File: src/rtl/rsdec_pkg.sv
// ---------------------------------------------------------------------------
// rsdec_pkg
// Shared definitions for the Reed-Solomon decoder Berlekamp-Massey control
// slice:
//   - state_t   : FSM state encoding of rsdec_berl_ctrl
//   - NSYN_DEF  : default syndrome count (2t) / number of BM iterations
//   - NPH_DEF   : default cycles per BM iteration (1 discrepancy + 32 shift)
//   - GF_POLY   : GF(256) field polynomial x^8+x^4+x^3+x^2+1 (0x11D)
//   - gf_mul    : GF(256) multiply reduced by GF_POLY
// ---------------------------------------------------------------------------
package rsdec_pkg;

    localparam int NSYN_DEF = 32;
    localparam int NPH_DEF  = 33;

    localparam logic [8:0] GF_POLY = 9'h11D;

    typedef enum logic [2:0] {
        IDLE,
        INIT,
        CALC,
        DRAIN,
        FIN
    } state_t;

    // Shift-and-add multiply; the running multiplicand is reduced each time
    // it overflows bit 7, so the accumulator never leaves the field.
    function automatic logic [7:0] gf_mul(input logic [7:0] a, input logic [7:0] b);
        logic [7:0] acc;
        logic [7:0] x;
        acc = 8'h00;
        x   = a;
        for (int i = 0; i < 8; i++) begin
            if (b[i]) begin
                acc = acc ^ x;
            end
            x = x[7] ? ((x << 1) ^ GF_POLY[7:0]) : (x << 1);
        end
        return acc;
    endfunction

endpackage

File: src/rtl/rsdec_gf256_inv.sv
// ---------------------------------------------------------------------------
// rsdec_gf256_inv
// Combinational GF(256) inverse lookup (field polynomial 0x11D).
// Ports:
//   d  [7:0] in  : field element
//   di [7:0] out : multiplicative inverse of d; inverse of 0 is defined as 0
// ---------------------------------------------------------------------------
module rsdec_gf256_inv
    import rsdec_pkg::*;
(
    input  logic [7:0] d,
    output logic [7:0] di
);

    // In GF(256) every nonzero a satisfies a^255 = 1, so a^-1 = a^254.
    // a^254 = a^2 * a^4 * ... * a^128, built by repeated squaring. For a = 0
    // the product is 0, which gives the required inv(0) = 0 for free.
    function automatic logic [7:0] gf_pow254(input logic [7:0] a);
        logic [7:0] sq;
        logic [7:0] acc;
        sq  = a;
        acc = 8'h01;
        for (int i = 0; i < 7; i++) begin
            sq  = gf_mul(sq, sq);
            acc = gf_mul(acc, sq);
        end
        return acc;
    endfunction

    // Every entry is a constant expression, so the table folds to a ROM.
    logic [7:0] lut [256];

    for (genvar i = 0; i < 256; i++) begin : g_lut
        assign lut[i] = gf_pow254(8'(i));
    end

    assign di = lut[d];

endmodule

File: src/rtl/rsdec_berl_ctrl.sv
// ---------------------------------------------------------------------------
// rsdec_berl_ctrl
// Sequencing controller for the Berlekamp-Massey key-equation datapath of the
// RS decoder. One start runs INIT (datapath load), NSYN iterations of NPH
// cycles each (CALC), an NSYN-cycle coefficient read-out (DRAIN) and a final
// FIN cycle, after which a one-cycle done pulse is issued.
//
// Optional feature (compile-time macro):
//   RSDEC_BERL_CTRL_ZERO_SKIP_EN : a start with syn_zero=1 skips straight to
//                                  FIN (no datapath activity, no out_valid).
//                                  Without it syn_zero is ignored.
//
// Ports:
//   clk         in      : clock, all state on rising edge
//   rst_n       in      : asynchronous active-low reset
//   start       in      : one-cycle decode request (ignored while busy)
//   syn_zero    in      : all syndromes zero, sampled with start
//   abort       in      : synchronous cancel, returns to IDLE without done
//   D     [7:0] in      : discrepancy from the BM datapath
//   berl_enable out     : datapath enable (0 in INIT loads initial values)
//   phase0      out     : first (discrepancy) cycle of an iteration
//   phase32     out     : last cycle of an iteration / rotation in DRAIN
//   count [5:0] out     : current iteration index
//   DI    [7:0] out     : GF(256) inverse of D (combinational)
//   busy        out     : high in every state except IDLE
//   done        out     : one-cycle completion pulse
//   out_valid   out     : coefficient stream qualifier during DRAIN
//   out_idx [4:0] out   : coefficient index during DRAIN
// ---------------------------------------------------------------------------
module rsdec_berl_ctrl
    import rsdec_pkg::*;
#(
    parameter int NSYN = NSYN_DEF,
    parameter int NPH  = NPH_DEF
) (
    input  logic       clk,
    input  logic       rst_n,
    input  logic       start,
    input  logic       syn_zero,
    input  logic       abort,
    input  logic [7:0] D,
    output logic       berl_enable,
    output logic       phase0,
    output logic       phase32,
    output logic [5:0] count,
    output logic [7:0] DI,
    output logic       busy,
    output logic       done,
    output logic       out_valid,
    output logic [4:0] out_idx
);

    // The phase counter is shared between the per-iteration position in CALC
    // and the coefficient index in DRAIN, so it must cover both ranges.
    localparam int PMAX = (NPH > NSYN) ? NPH : NSYN;
    localparam int PW   = (PMAX > 1) ? $clog2(PMAX) : 1;

    localparam logic [PW-1:0] P_LAST = PW'(NPH - 1);
    localparam logic [PW-1:0] D_LAST = PW'(NSYN - 1);
    localparam logic [5:0]    C_LAST = 6'(NSYN - 1);

    state_t        state_q, state_d;
    logic [PW-1:0] p_q, p_d;
    logic [5:0]    cnt_q, cnt_d;
    logic          done_q;
    logic          take_start;

    rsdec_gf256_inv u_inv (
        .d  (D),
        .di (DI)
    );

    // Abort always wins over a coincident start.
    assign take_start = start && !abort;

    // State, phase and iteration registers
    always_ff @(posedge clk or negedge rst_n) begin
        if (!rst_n) begin
            state_q <= IDLE;
            p_q     <= '0;
            cnt_q   <= '0;
        end else begin
            state_q <= state_d;
            p_q     <= p_d;
            cnt_q   <= cnt_d;
        end
    end

    // done is registered off FIN, so it appears in the cycle after FIN
    // (the FSM is already back in IDLE). An abort in FIN suppresses it.
    always_ff @(posedge clk or negedge rst_n) begin
        if (!rst_n) begin
            done_q <= 1'b0;
        end else begin
            done_q <= (state_q == FIN) && !abort;
        end
    end

    always_comb begin
        state_d     = state_q;
        p_d         = p_q;
        cnt_d       = cnt_q;
        berl_enable = 1'b0;
        phase0      = 1'b0;
        phase32     = 1'b0;
        out_valid   = 1'b0;
        busy        = 1'b1;

        case (state_q)
            IDLE: begin
                busy  = 1'b0;
                p_d   = '0;
                cnt_d = '0;
                if (take_start) begin
`ifdef RSDEC_BERL_CTRL_ZERO_SKIP_EN
                    state_d = syn_zero ? FIN : INIT;
`else
                    state_d = INIT;
`endif
                end
            end

            // berl_enable stays low for this one cycle so the datapath loads
            // its initial polynomial values.
            INIT: begin
                state_d = CALC;
                p_d     = '0;
                cnt_d   = '0;
            end

            CALC: begin
                berl_enable = 1'b1;
                phase0      = (p_q == '0);
                phase32     = (p_q == P_LAST);
                if (p_q == P_LAST) begin
                    p_d = '0;
                    if (cnt_q == C_LAST) begin
                        state_d = DRAIN;
                        cnt_d   = '0;
                    end else begin
                        cnt_d = cnt_q + 6'd1;
                    end
                end else begin
                    p_d = p_q + 1'b1;
                end
            end

            // Pure rotation of the coefficient registers: each cycle presents
            // the next coefficient at the datapath output.
            DRAIN: begin
                berl_enable = 1'b1;
                phase32     = 1'b1;
                out_valid   = 1'b1;
                if (p_q == D_LAST) begin
                    state_d = FIN;
                    p_d     = '0;
                end else begin
                    p_d = p_q + 1'b1;
                end
            end

            FIN: begin
                state_d = IDLE;
            end

            default: begin
                state_d = IDLE;
                p_d     = '0;
                cnt_d   = '0;
            end
        endcase

        if (abort && (state_q != IDLE)) begin
            state_d = IDLE;
            p_d     = '0;
            cnt_d   = '0;
        end
    end

    assign count   = cnt_q;
    assign done    = done_q;
    assign out_idx = (state_q == DRAIN) ? 5'(p_q) : 5'd0;

`ifndef RSDEC_BERL_CTRL_ZERO_SKIP_EN
    // syn_zero has no function in this build.
    logic syn_zero_unused;
    assign syn_zero_unused = syn_zero;
`endif

endmodule

File: config.mk
export PLATFORM = sky130hd
export DESIGN_NAME = rsdec_berl_ctrl
export DESIGN_NICKNAME = d
export VERILOG_FILES = /design/src/rtl/rsdec_pkg.sv /design/src/rtl/rsdec_gf256_inv.sv /design/src/rtl/rsdec_berl_ctrl.sv
export SDC_FILE = /design/constraint.sdc
export NUM_CORES = 1
export LEC_CHECK = 0
export CORE_ASPECT_RATIO = 0.7
export CORE_MARGIN = 2
export CORE_UTILIZATION = 60
export DETAILED_ROUTE_END_ITERATION = 8
export PLACE_DENSITY = 0.83
export SETUP_SLACK_MARGIN = 0.05
export SLEW_MARGIN = 5
export SYNTH_ARGS = -nofsm -noshare
export SYNTH_HDL_FRONTEND = slang
export SYNTH_HIERARCHICAL = 1
export SYNTH_SLANG_ARGS = --single-unit
File: constraint.sdc
create_clock -name clk -period 3.5 [get_ports clk]
set_clock_uncertainty 0.15 [all_clocks]
set_input_delay 0.7 -clock clk [delete_from_list [all_inputs] [get_ports clk]]
set_output_delay 0.7 -clock clk [all_outputs]
set_load 0.02 [all_outputs]
==> reports/results.ini, run 1 <==
[synth]
avgSynthCellArea_sq_um = 6.642
ys_types = 73
netlist_top_cells_area = dfrtp_1, o21ai_0, a21oi_1
synthesis.nets = 674
synth_top_area_share_pct = 9.346
synthFlopType = dfrtp_1
ys_warn_count = 6
ys_seq_area_share_pct = 9.346
synth_cells = 645
async_flop_share_pct = 100.0
synthesis.area_sq_mm = 0.004284
synth_edf_count = 0
yosysTopAreaCell = dfrtp_1
ys_seq_elements = 16

[placement]
io_buffers = 36
pre_cts_slack_ns = -0.9126
gp_congestion = 1.181
place_hpwl_um = 15700
placed_area_sq_mm = 0.005733

[clocking]
cts_max_level = 1
cts_buffer_depth = 2
cts_inserted_buffers = 3
cts.sinks = 16
root_buffer = clkbuf_8
holdBufCountCts = 0

[floorplanning]
pin_count = 38
start_util_pct = 62.83
die_x_um = 105.0
die_height_um = 74.70
rows = 25

[status]
error = [ERROR GRT-0232] Routing congestion too high. Check the congestion heatmap in the GUI.
status = aborted with a tool error
stop_stage = 5_1_grt

[grt]
grt_overflow = 8
grt.total_usage_pct = 80.58
grt_max_degree = 29

[timing]
worst_path_end_type = primary output
worst_endpoint = DI[0]

synth_stat cells, drive strengths merged (7+ instances only):
master and instances:
o21ai 62, nand2 57, buf 51, a21oi 48
nor2 43, nand3 31, nor2b 30, nand2b 27
nor3 26, a31oi 22, clkbuf 21, dfrtp 16
ha 16, inv 16, a211oi 15, o211ai 12
and3 10, a311oi 9, o31ai 9, a211o 8
o221ai 7, o311ai 7
per-stage QoR:
stage,std cells,utilization (%)
2_1_floorplan,645,-
3_3_place_gp,870,84.07
3_5_place_dp,870,84.07
4_1_cts,884,88.59
repair_timing:
action,CTS
endpoints found under the setup margin,8
cloned,1
buffers inserted,9
pin swaps,15
resized for setup,107
cells by family after synthesis:
logic type | after synthesis | share of synthesized area, %
adders and majority gates | 16 | 4.673
DFF | 16 | 9.346
xor gates and xnor gates | 5 | 1.022
muxes | 11 | 3.768
and+or+nand+nor | 258 | 31.43
AOI/OAI and AO/OA | 250 | 39.25
buffers and inverters | 89 | 10.51
layer usage:
metal | global-route usage (%) | GRT overflow
met2 | 94.37 | 2
met1 | 81.84 | 0
met4 | 81.78 | 6
met5 | 36.90 | 0
met3 | 67.62 | 0
==> run 2, diff against run 1 <==
- CORE_ASPECT_RATIO: 0.7 -> default
- CORE_UTILIZATION: 60 -> 40
- PLACE_DENSITY: 0.83 -> default
- PLACE_DENSITY_LB_ADDON: default -> 0.15
- SETUP_SLACK_MARGIN: 0.05 -> default
==> run 2 against run 1 <==
Compared with the run above:
- the flow now finishes without violations
- synthesized cell count is the same
- synthesized area is the same
==> reports/results.ini, run 2 <==
[floorplanning]
die_x_um = 107.5
pin_count = 38
core_area_sq_mm = 0.01037
die_area_sq_mm = 0.01155
start_util_pct = 41.31
die_height_um = 107.5
rows = 37

[timing]
rsz0062_at_grt = true
relSlewSlack_pct = 47.13
worst_pin_slew_ns = 0.7905
slew_viol_final = 0
fmax_mhz = 288.7
min_period_over_period_pct = 98.97
setup_violations = 0
hold_violations = 0
tns_ns = 0
holdWs_ns = 0.3709
post-route-min-period_ns = 3.464

[grt]
grt_util_met2_pct = 56.42
antenna_found_initial = 0
grt_max_degree = 31
busiest_layer = met2
grt_use_met1_pct = 52.70
grt_use_met3_pct = 12.35
grt_pass1_vias = 6029
grt_overflow = 0
grt.total_usage_pct = 38.55
grt_pass1_wl_um = 34210

[job]
drv_cap = 0

[critical_path]
slowest_stage = mux4_2
critPathCaptureType = output pin
critPathMaxFanout = 8
cp_slowest_stage_delay_ns = 0.47
cp_num_buf_inv = 4
critPathKind = input port to output pin
start_kind = input port
cp_top_family = buffers and inverters
crit_arrival_ns = 2.61
critPathMostFrequentCell = buf_4
crit_chain = buf_4 > buf_8 > ha_4 > buf_6 > nand2_4 > nand2_1 > mux4_2 > nor3b_2 > a31oi_1 > nand4_1 > buf_4
required_ns = 2.65

[synth]
async_flop_share_pct = 100.0
synthesis.area_sq_mm = 0.004284
ys_warn_count = 6
ys_types = 73
netlist_top_cells_area = dfrtp_1, o21ai_0, a21oi_1
synth_cells = 645
synthesis.nets = 674
yosysMostFrequentCell = nand2_1
yosysTopAreaCell = dfrtp_1
synth_top_area_share_pct = 9.346
synthFlopType = dfrtp_1
ys_seq_area_share_pct = 9.346
synth_edf_count = 0
ys_seq_elements = 16
synth_commonest_cells = nand2_1, o21ai_0, a21oi_1
avgSynthCellArea_sq_um = 6.642

[power_and_ir_drop]
p_sw_mw = 0.5649
p_leak_nw = 2.826
clock_power_share_pct = 13.2
intPower_mw = 0.6944
power.density_mw_per_mm2 = 192.1
finalPower_mw = 1.259
p_comb_share_pct = 71.0
switching_share_pct = 44.86
ir_drop_uv = 186.4
pwr-share-seq_pct = 15.7

[placement]
gp_congestion = 1.108
placed_area_sq_mm = 0.006040
io_buffers = 36
place_hpwl_um = 17260

[min_path]
hp-class = flop to flop

[detailed_routing]
drtPass1Iterations = 6
vias = 6321
drtIter0Drc = 889
drc = 0
wl_per_cell_um = 23.48
wirelength_um = 22590
final_antenna_net_count = 0
viasPerCell = 6.571

[clocking]
cts_max_level = 1
cts.sinks = 16
holdBufCountCts = 0
clk-insertion-delay-late_ns = 0.25
root_buffer = clkbuf_8
cts_tree = yes
cts_inserted_buffers = 3
cts_buffer_depth = 2
path_clk_slew_ns = 0.07

[finish]
area_growth_pct = 53.01
fin_nets = 856
layout_common_cells = buf_4, nand2_1, o21ai_0
drive_gt1_share_pct = 35.84
final_area_sq_mm = 0.006555
fin_util_pct = 63.21
final_common_cell = buf_4
antenna-diode-count = 0

[status]
status = complete, no violations

run 2: cell counts after synthesis:
No cell type changed its count.
run 2: path summary, 6_finish.rpt:
check                      startpoint         end  slack [ns]  cells past startpoint
max                              D[1]       DI[3]        0.04                     11
min                          count[5]    count[5]        0.37                      1
max reg2reg                    p_q[0]    count[3]        1.34                      6
min reg2reg                  count[5]    count[5]        0.37                      1
max in group asynchronous       rst_n    count[4]        1.95                      1
min in group asynchronous       rst_n  state_q[1]        0.76                      1
run 2: power groups by stage:
stage                     clock (mW)  combinational (mW)  sequential (mW)
after floorplan                    0               0.412            0.197
after detailed placement           0               0.790            0.201
after CTS                      0.169               0.836            0.198
after global placement             0               0.793            0.200
after global routing           0.176               0.936            0.199
final                          0.167               0.895            0.198
run 2: area by class of cell:
type	count	area, sq um
Multi-Input combinational cell	540	3732
Sequential cell	16	400.4
Inverter	17	71.32
Timing Repair Buffer	249	2126
Clock buffer	4	55.05
Tap cell	136	170.2
Fill cell	961	3815
run 2: stage by stage:
stage / cells / setup slack [ns]
detailed placement: 946 / -0.9652
CTS: 960 / 0.002023
global placement: 946 / -0.9690
finish: 962 / 0.03596
global route: 962 / -0.04876
floorplan: 645 / 0.02030
run 2: repair_timing:
action	CTS	global route
cloned	1	0
pin swaps	17	11
setup buffers	9	3
resized for setup	112	34
endpoints found under the setup margin	8	8
run 2: cells by family after synthesis:
kind of cell	synth area share (%)
simple gates	31.43
compound gates	39.25
buf+inv	10.51
fa+ha+maj	4.673
flops	9.346
mux	3.768
xor+xnor	1.022
run 2: routing by layer:
metal  share of wire [%]  vias up
li1                    -     2796
met3                  15       91
met2                  41      511
met5                   0        -
met1                  40     2923
met4                 4.3        0
(Power assumes the default switching activity.)
==> run 3, diff against run 2 <==
- PLACE_DENSITY_LB_ADDON: 0.15 -> 0.3
- SETUP_SLACK_MARGIN: default -> 0.05
==> run 3 against run 2 <==
Compared with the run above:
- sequential share of layout area shrank 0.084 points
- worst setup slack gained 0.019 ns
- core utilization grew 0.88 points
- global-route usage shrank 0.64 points
- total power grew 0.63%
- critical endpoint unchanged
==> reports/results.ini, run 3 (synthesis results as in run 2) <==
[status]
status = complete, no violations

[power_and_ir_drop]
ir_drop_uv = 142.4
power.density_mw_per_mm2 = 190.7
p_leak_nw = 2.845

[clocking]
cts_buffer_depth = 2
cts_tree = yes
cts.sinks = 16
cts_max_level = 1
path_clk_slew_ns = 0.06
cts_inserted_buffers = 3
clk-insertion-delay-late_ns = 0.25
root_buffer = clkbuf_8

[grt]
antenna_found_initial = 1
grt_util_met2_pct = 58.54
grt_use_met3_pct = 6.659
grt_pass1_wl_um = 33700
busiest_layer = met2
grt_use_met1_pct = 51.56
grt.total_usage_pct = 37.92
grt_overflow = 0
grt_pass1_vias = 5948
grt_max_degree = 25

[critical_path]
critPathMaxFanout = 5
required_ns = 2.65
critPathCaptureType = output pin
critPathKind = input port to output pin
start_kind = input port
crit_arrival_ns = 2.59

[timing]
worst_pin_slew_ns = 0.7077
slew_viol_final = 0
setup_slack_ns = 0.05542
tns_ns = 0
hold_violations = 0
setup_violations = 0
min_period_over_period_pct = 98.42
holdWs_ns = 0.3783
fmax_mhz = 290.3
rsz0062_at_grt = false
relSlewSlack_pct = 52.67
post-route-min-period_ns = 3.445

[floorplanning]
start_util_pct = 41.31
pin_count = 38
die_height_um = 107.5
core_area_sq_mm = 0.01037
rows = 37
die_area_sq_mm = 0.01155
die_x_um = 107.5

[detailed_routing]
drc = 0
drtPass1Iterations = 5
wirelength_um = 22170
viasPerCell = 6.509
final_antenna_net_count = 0
vias = 6294
drtIter0Drc = 709
wl_per_cell_um = 22.93

[placement]
pre_cts_slack_ns = -1.055
place_hpwl_um = 17250
io_buffers = 36
gp_congestion = 1.031

[finish]
fin_util_pct = 64.09
final_common_cell = buf_4
antenna-diode-count = 0
drive_gt1_share_pct = 37.67
area_growth_pct = 55.14
fin_nets = 861
layout_common_cells = buf_4, nand2_1, a21oi_1

[min_path]
hp-class = flop to flop

[job]
drv_cap = 0

==> run 3: changes by cell type in the layout (fill, tap and decap cells not counted), moves of 2 or more <==
cell | previous run | this run
o21ai_1 | 10 | 19
o21ai_0 | 50 | 42
nor2b_1 | 25 | 18
buf_4 | 197 | 203
nor2b_2 | 2 | 8
buf_8 | 5 | 3
nand2b_4 | 5 | 3
==> run 3: where the power goes <==
part,total (mW),internal (mW),leakage [nW],switching (mW)
combinational,0.902,0.413,2.59,0.489
clock,0.168,0.0999,0.0288,0.0678
sequential,0.198,0.189,0.221,0.00893
total,1.27,0.702,2.84,0.566
==> run 3: critical path, cell delays in order <==
cell and delay [ns]:
buf_6 0.09, inv_4 0.04, buf_12 0.13, ha_4 0.17, buf_12 0.13, nand2_4 0.06
buf_4 0.09, nand2_1 0.06, mux4_2 0.48, nor3b_2 0.17, a31oi_1 0.17, nand4_1 0.12
buf_4 0.18
==> run 3: timing repair <==
action / in CTS / in global routing
pin swaps: 11 / 13
buffers inserted: 6 / 2
cloned: 0 / 1
hold buffers: 0 / 0
endpoints found under the setup margin: 8 / 8
resized for setup: 107 / 56
==> run 3: final cells by class <==
class                      count  area (sq um)
timing repair buffer         254          2146
clock buffer                   4         55.05
inverter                      17         72.57
tap                          136         170.2
fill                         962          3724
sequential                    16         400.4
multi-input combinational    540          3802
==> run 3: layer usage <==
metal / wire length, um / vias to the layer above / part of all wire, %
met4: 1193 / 0 / 5.4
met3: 2599 / 105 / 12
met5: 0 / - / 0
met2: 9470 / 493 / 43
met1: 8909 / 2898 / 40
li1: - / 2798 / -
==> run 3: final timing paths <==
| check | startpoint | endpoint | slack [ns] | depth (start not counted) |
|---|---|---|---|---|
| setup reg to reg | p_q[1] | count[5] | 1.37 | 6 |
| min in group asynchronous | rst_n | p_q[2] | 0.72 | 1 |
| hold / removal | count[5] | count[5] | 0.38 | 1 |
| setup / recovery | D[1] | DI[3] | 0.06 | 13 |
| hold reg to reg | count[5] | count[5] | 0.38 | 1 |
| max in group asynchronous | rst_n | count[4] | 2.03 | 1 |
==> run 3: stage by stage <==
step | cell area, sq um | total power, mW | instances
floorplan | 4298 | 0.6123 | 645
global route | 6646 | 1.327 | 967
CTS | 6404 | 1.200 | 964
finish | 6646 | 1.267 | 967
global placement | 6113 | 1.004 | 954
detailed placement | 6113 | 1.003 | 954
==> run 4, diff against run 3 <==
- REMOVE_ABC_BUFFERS: default -> 1
==> run 4 against run 3 <==
Compared with the run above:
- critical path depth down 2
- critical path type unchanged
- sequential cell count unchanged
- largest power group unchanged
- worst setup slack improved by 0.021 ns
- critical endpoint is now DI[0]
- combinational power decreased by 2.4%
- routed wire length grew 0.21%
==> reports/results.ini, run 4 (synthesis results as in run 2) <==
[placement]
dpl.cell_count = 940
io_buffers = 36
gp_congestion = 1.093
placed_area_sq_mm = 0.006007
place_hpwl_um = 16600

[grt]
grt_overflow = 0
grt_pass1_wl_um = 33910
antenna_found_initial = 0
grt_max_degree = 33
grt_pass1_vias = 6071
grt.total_usage_pct = 37.96

[power_and_ir_drop]
intPower_mw = 0.6886
finalPower_mw = 1.251
power.density_mw_per_mm2 = 192.3
pwr-share-seq_pct = 15.8
clock_power_share_pct = 13.9
p_sw_mw = 0.5620
switching_share_pct = 44.94
p_leak_nw = 2.761
ir_drop_uv = 118.9
p_comb_share_pct = 70.3

[timing]
rsz0062_at_grt = true
post-route-min-period_ns = 3.423
hold_violations = 0
setup_violations = 0
slew_viol_final = 0
tns_ns = 0
worst_pin_slew_ns = 0.7824
min_period_over_period_pct = 97.80
relSlewSlack_pct = 47.67
fmax_mhz = 292.1

[finish]
stdcell_count = 950
layout_common_cells = buf_4, nand2_1, a21oi_1, o21ai_0, nor2_1
drive_gt1_share_pct = 35.50
fin_nets = 844
area_growth_pct = 51.78
antenna-diode-count = 0
fin_util_pct = 62.71
final_common_cell = buf_4
final_area_sq_mm = 0.006502

[clocking]
path_clk_slew_ns = 0.07
cts_max_level = 1
cts_inserted_buffers = 3
cts_tree = yes
cts.sinks = 16
clk-insertion-delay-late_ns = 0.26
cts_buffer_depth = 2
holdBufCountCts = 0
root_buffer = clkbuf_8

[job]
drv_cap = 0

[detailed_routing]
drtIter0Drc = 848
drc = 0
wl_per_cell_um = 23.39
vias = 6369
final_antenna_net_count = 0
wirelength_um = 22220
viasPerCell = 6.704
drtPass1Iterations = 6

[floorplanning]
pin_count = 38
core_area_sq_mm = 0.01037
start_util_pct = 41.31
die_height_um = 107.5
rows = 37
die_x_um = 107.5
die_area_sq_mm = 0.01155

[critical_path]
required_ns = 2.65
critPathCaptureType = output pin
critPathKind = input port to output pin
start_kind = input port
slowest_stage = a221o_1
critPathMaxFanout = 6
critPathMostFrequentCell = a21oi_2
crit_chain = buf_2 > inv_4 > ha_4 > nor2b_1 > buf_4 > nor2_1 > a221o_1 > a21oi_2 > a211o_1 > a21oi_2 > buf_6
crit_arrival_ns = 2.57
cp_slowest_stage_delay_ns = 0.35

[status]
status = complete, no violations

[min_path]
hp-class = flop to flop

==> run 4: cell type report <==
type	instances	area, sq um
Fill cell	959	3867
Inverter	17	68.82
Timing Repair Buffer	237	2082
Multi-Input combinational cell	540	3726
Tap cell	136	170.2
Sequential cell	16	400.4
Clock buffer	4	55.05
==> run 4: power by group through the flow <==
| stage | logic, mW | clock network (mW) | registers (mW) |
|---|---|---|---|
| global route | 0.918 | 0.180 | 0.199 |
| global placement | 0.779 | 0 | 0.200 |
| floorplan | 0.330 | 0 | 0.200 |
| finish | 0.880 | 0.173 | 0.198 |
| detailed placement | 0.780 | 0 | 0.201 |
| CTS | 0.819 | 0.171 | 0.198 |
==> run 4: routing by layer <==
layer / vias to the layer above / routed length (um) / GRT usage, %
li1: 2759 / - / -
met1: 2937 / 8408 / 50.64
met2: 531 / 9249 / 57.46
met3: 142 / 2935 / 7.385
met4: 0 / 1624 / 20.15
met5: - / 0 / 0
==> run 4: final timing paths <==
check / depth (start not counted) / end / start / slack [ns]
min in group asynchronous: 1 / p_q[2] / rst_n / 0.74
worst max-delay path: 11 / DI[0] / D[0] / 0.08
worst max register to register: 6 / count[5] / p_q[0] / 1.36
worst min-delay path: 1 / count[5] / count[5] / 0.39
max in group asynchronous: 1 / done / rst_n / 1.96
worst min register to register: 1 / count[5] / count[5] / 0.39
==> run 4: repair_timing <==
item	in CTS	in global routing
gates cloned	1	0
endpoints found under the setup margin	8	8
setup buffers	4	1
gates resized for setup	106	43
endpoints found under the hold margin	0	0
pin swaps	4	25
==> run 4: through the flow <==
step | setup WS (ns) | hold slack [ns]
final | 0.07685 | 0.3919
after global placement | -1.001 | 0.3428
after global routing | 0.02043 | 0.4280
after CTS | 0.05162 | 0.3908
after floorplan | 0.08602 | 0.2544
after detailed placement | -0.9942 | 0.3821
==> run 4: worst max-delay path, delay by kind of cell <==
family / cells / cell delay (ns)
AOI/OAI and AO/OA: 4 / 0.75
buffers and inverters: 4 / 0.53
and+or+nand+nor: 2 / 0.32
adders and majority gates: 1 / 0.27
